**src/rtl/dmem_arbiter.sv**
```systemverilog
// Two-port round-robin arbiter with bounded bursts in front of a single-ported data memory.
// Optional port-1 atomic hold is compiled in with DMEM_ARB_LOCK_EN.
module dmem_arbiter #(
  parameter int MAX_BURST = 2,
  parameter int DEPTH     = 128
) (
  input  logic        clk,
  input  logic        rst,
  input  logic        req0,
  input  logic        req1,
  input  logic        we0,
  input  logic        we1,
  input  logic [31:0] addr0,
  input  logic [31:0] addr1,
  input  logic [31:0] wdata0,
  input  logic [31:0] wdata1,
  input  logic        lock1,
  output logic        gnt0,
  output logic        gnt1,
  output logic        rvalid0,
  output logic        rvalid1,
  output logic [31:0] rdata0,
  output logic [31:0] rdata1,
  output logic        err,
  output logic [31:0] mem_addr,
  output logic [31:0] mem_wdata,
  output logic        mem_read,
  output logic        mem_write,
  input  logic [31:0] mem_rdata
);

  localparam int              CW        = $clog2(MAX_BURST + 1);
  localparam logic [CW-1:0]   BURST_MAX = CW'(MAX_BURST);
  localparam logic [29:0]     DEPTH_W   = 30'(DEPTH);

  logic          last_gnt_q, last_gnt_d;
  logic [CW-1:0] burst_cnt_q, burst_cnt_d;
  logic          rvalid0_q, rvalid1_q, err_q;
  logic [31:0]   rdata0_q, rdata1_q;

  logic win1;
  logic grant;
  logic sel_we;
  logic in_range;
  logic lock_hold;

`ifdef DMEM_ARB_LOCK_EN
  assign lock_hold = lock1 & last_gnt_q;
`else
  logic unused_lock1;
  assign unused_lock1 = lock1;
  assign lock_hold    = 1'b0;
`endif

  // burst_cnt_q == 0 only right after reset: no burst is running, so the
  // reset value last_gnt_q = 1 hands the first contended grant to port 0.
  always_comb begin
    win1 = req1;
    if (req0 && req1) begin
      if (lock_hold) begin
        win1 = 1'b1;
      end else if (burst_cnt_q != '0 && burst_cnt_q < BURST_MAX) begin
        win1 = last_gnt_q;
      end else begin
        win1 = ~last_gnt_q;
      end
    end
  end

  always_comb begin
    grant     = (req0 | req1) & ~rst;
    gnt0      = grant & ~win1;
    gnt1      = grant & win1;
    mem_addr  = gnt1 ? addr1  : addr0;
    mem_wdata = gnt1 ? wdata1 : wdata0;
    sel_we    = gnt1 ? we1    : we0;
    in_range  = mem_addr[31:2] < DEPTH_W;
    mem_read  = grant & ~sel_we & in_range;
    mem_write = grant & sel_we & in_range;
  end

  always_comb begin
    last_gnt_d  = last_gnt_q;
    burst_cnt_d = burst_cnt_q;
    if (grant) begin
      if (win1 == last_gnt_q) begin
        if (burst_cnt_q != BURST_MAX) begin
          burst_cnt_d = burst_cnt_q + CW'(1);
        end
      end else begin
        last_gnt_d  = win1;
        burst_cnt_d = CW'(1);
      end
    end
  end

  always_ff @(posedge clk) begin
    if (rst) begin
      last_gnt_q  <= 1'b1;
      burst_cnt_q <= '0;
      rvalid0_q   <= 1'b0;
      rvalid1_q   <= 1'b0;
      rdata0_q    <= '0;
      rdata1_q    <= '0;
      err_q       <= 1'b0;
    end else begin
      last_gnt_q  <= last_gnt_d;
      burst_cnt_q <= burst_cnt_d;
      rvalid0_q   <= gnt0 & ~we0;
      rvalid1_q   <= gnt1 & ~we1;
      err_q       <= grant & ~in_range;
      if (gnt0 && !we0) begin
        rdata0_q <= in_range ? mem_rdata : '0;
      end
      if (gnt1 && !we1) begin
        rdata1_q <= in_range ? mem_rdata : '0;
      end
    end
  end

  assign rvalid0 = rvalid0_q;
  assign rvalid1 = rvalid1_q;
  assign rdata0  = rdata0_q;
  assign rdata1  = rdata1_q;
  assign err     = err_q;

endmodule

```
**config.mk**
```make
export PLATFORM = sky130hd
export DESIGN_NAME = dmem_arbiter
export DESIGN_NICKNAME = d
export VERILOG_FILES = /design/src/rtl/dmem_arbiter.sv
export SDC_FILE = /design/constraint.sdc
export NUM_CORES = 1
export LEC_CHECK = 0
export CAP_MARGIN = 15
export CORE_AREA = 2 2 117 119
export CTS_CLUSTER_SIZE = 8
export DETAILED_ROUTE_END_ITERATION = 7
export DIE_AREA = 0 0 119 121
export PLACE_DENSITY = 0.72
export SLEW_MARGIN = 20
export SYNTH_ARGS = -nofsm -noshare
export SYNTH_HDL_FRONTEND = slang
export SYNTH_SLANG_ARGS = --single-unit
```
**constraint.sdc**
```tcl
create_clock -name clk -period 1.9 [get_ports clk]
set_input_delay 0.38 -clock clk [delete_from_list [all_inputs] [get_ports clk]]
set_output_delay 0.38 -clock clk [all_outputs]
set_load 0.005 [all_outputs]
```
==> results by group <==
Floorplan
  • Core area: 13100 um2
  • Full die area: 14400 um2
  • Num ports: approximately 300
  • Die Wd: 119 um
  • Num rows: 42
  • Die Ht: between 100 and 150 um
  • Starting Density: 0.262

Timing
  • Slew Limit Headroom: 0.782
  • Final hold violation count: 0
  • Setup TNS: -44.88 ns
  • Worst Hold Margin: 0.477 ns
  • Final Setup Violations: 132
  • Fin crit share: 1.35
  • Clock Skews: 0.00879 ns
  • Post-layout min period: 2.56 ns
  • Worst Tran Pin Value: about 0.33 ns
  • RSZ-0062 raised after global routing: yes
  • Max Slew Vio Count: 0
  • F_max: between 300 and 400 MHz
  • Final WS setup: -0.662 ns

Global route
  • Number of global-route vias before repair: 4405
  • Largest net degree at the start of global routing: 38
  • Initial antenna violation count: 0
  • GRT Util Overall: 0.224
  • First-pass GRT wire length: 25000 um
  • Global route total overflow: 0

Detailed routing
  • Routed Antenna Nets: 0
  • Wirelength, routed: 17500 um
  • DR vias/cell: 4.93
  • Residual DRC count: 0
  • Via Count: 4217
  • Post-DR wirelength/cell: 20.5 um
  • First-pass iteration count of the detailed router: 4
  • Detailed router's first-iteration violation count: 231

Power and ir drop
  • P_sw: 1.09 mW
  • Seq pwr share: 0.309
  • Total power: 4.81 mW
  • PwrDens: about 580 nW/um2
  • Leak: 3.42 nW
  • Pint: 3.72 mW
  • Clock power frac: 0.402
  • Max VDD drop: roughly 0.00038 V
  • Sw Ratio: 0.227
  • Logic gate share of total power: 0.289

Finish
  • Layout area overhead: 144%
  • Core Util, Final: 0.637
  • # diodes: 0
  • Final nets: 845
  • Final cell count without fillers: around 860
  • Share of cells above drive strength 1: 0.426
  • Fin area: ~8300 um2

Logic synthesis
  • Post-synthesis cell area: 3420 um2
  • Avg Inst Size Synth: between 10 and 15 um2
  • Seq/Total Area, Yosys: 0.409
  • Mapped Nets: 485
  • Async SR Flop Fraction: 0
  • Synth area leader: dfxtp_1
  • EDFF count, synth: 0
  • Top cells by area, synth: dfxtp_1 41%, mux2_2 21%, a22o_1 8.2%, a31o_2 7.9%, nor3b_1 7.0%
  • Warnings, synthesis: 0
  • Yosys top cell area share: 0.409
  • Yosys cell types: 38
  • Synthesized instance count: 316
  • Seq cells post-synth: 70
  • Post-synth top flop: dfxtp_1

Run status
  • Failing checks: negative setup slack
  • Status: complete, but fails checks

Worst setup path
  • Largest stage delay, worst path: 0.54 ns
  • CP cell instances: inv_2 -> ha_4 -> xor2_4 -> a21oi_4 -> buf_6 -> or4b_4 -> a21oi_4 -> buf_6
  • Crit end category: primary output
  • Worst path required time: 1.52 ns
  • WP data arrival: 2.18 ns
  • Worst path slowest cell: or4b_4
  • Crit-path max FO: 3
  • Worst Setup Path Type: flip-flop to primary output
  • Startpoint types: flip-flop

Place
  • Placer Congestion: 0.901
  • Dpl cell area: 6920 um2
  • Final HPWL DP: 11500 um
  • Placed cell count: 795
  • Placement Setup Slack: -1.16 ns
  • I/O Buffers: 300

CTS
  • CTS Buffer Depth: 2
  • Root Driver: clkbuf_16
  • Worst-path clk slew: 0.06 ns
  • CTS tree: yes
  • CTS buffer count: 9
  • Num Clock Sinks: 70
  • CTS H-tree depth: 3
  • Clock Latency Late Sink: about 0.32 ns

Hold path
  • Hold crit path type: flip-flop to flip-flop

Flow run
  • Maxcap violations: 0
## state kept, by name, summed over array words and instances, names as in the netlist
name,cells
rdata1,32
rdata0,32
burst_cnt_q,2
err,1
rvalid0,1
last_gnt_q,1
rvalid1,1
## what timing repair did
action	in CTS	in global routing
hold buffers	0	0
pin swaps	20	13
buffers inserted	28	11
resized for setup	434	65
endpoints found under the hold margin	0	0
cloned	9	6
setup endpoints to repair	133	134
## per-layer routing
layer | track usage | up-vias | part of all wire
li1 | - | 1951 | -
met4 | 0.0454 | 0 | 0.013
met3 | 0.0465 | 20 | 0.056
met5 | 0 | - | 0
met2 | 0.414 | 174 | 0.52
met1 | 0.267 | 2072 | 0.41
## power by group through the flow
stage	Combinational [mW]	Clock (mW)	Sequential, mW
after floorplan	0.320	0	1.52
after global placement	1.06	0	1.52
after detailed placement	1.07	0	1.52
after CTS	1.31	1.97	1.49
after global routing	1.46	2.03	1.49
final	1.39	1.93	1.49
## worst paths after layout
check / to / depth (start not counted) / from / slack (ns)
min reg2reg: rdata0[4] / 1 / rdata0[4] / 0.48
max reg2reg: rdata1[18] / 12 / burst_cnt_q[1] / -0.21
max: mem_write / 8 / burst_cnt_q[1] / -0.66
min: rdata0[4] / 1 / rdata0[4] / 0.48
## kinds of logic after synthesis
kind of cell    count (synthesis)  share of synthesized area
simple gates                   67                      0.134
flops                          70                      0.409
xor+xnor                        1                    0.00256
buf+inv                        33                     0.0424
mux                            64                      0.210
fa+ha+maj                       2                    0.00731
compound gates                 79                      0.194
## Yosys cell counts, types with 4 or more instances
master,number
dfxtp_1,70
mux2_2,64
a22o_1,32
nor3b_1,32
a31o_2,31
buf_2,17
clkbuf_1,9
nor4_1,8
nor2_1,5
inv_1,4
nor3_1,4
## cell usage in the layout (no fill, tap or decap), types with 4 or more instances in the layout
| cell | netlist | layout |
|---|---|---|
| nor2_1 | 5 | 4 |
| dfxtp_1 | 70 | 68 |
| clkdlybuf4s50_1 | 0 | 214 |
| a31o_2 | 31 | 31 |
| clkbuf_2 | 0 | 12 |
| clkbuf_16 | 0 | 14 |
| buf_6 | 0 | 84 |
| clkdlybuf4s15_1 | 0 | 4 |
| buf_2 | 17 | 8 |
| buf_16 | 0 | 9 |
| nor3b_1 | 32 | 32 |
| a22o_1 | 32 | 32 |
| buf_4 | 0 | 23 |
| buf_12 | 0 | 11 |
| mux2_4 | 0 | 62 |
## final cells by class
class | instances | area (um2)
clock buffer | 10 | 239
clock inverter | 5 | 106
fill | 1005 | 4750
inverter | 4 | 15.0
multi-input combinational | 213 | 2260
sequential | 70 | 1400
tap | 176 | 220
timing repair buffer | 378 | 4090
## worst max-delay path, delay by kind of cell (launching register included)
| kind | cells | cell delay, ns |
|---|---|---|
| xor+xnor | 1 | 0.19 |
| flops | 1 | 0.33 |
| fa+ha+maj | 1 | 0.17 |
| buf+inv | 3 | 0.30 |
| simple gates | 1 | 0.54 |
| compound gates | 2 | 0.31 |
(Power assumes the default switching activity.)
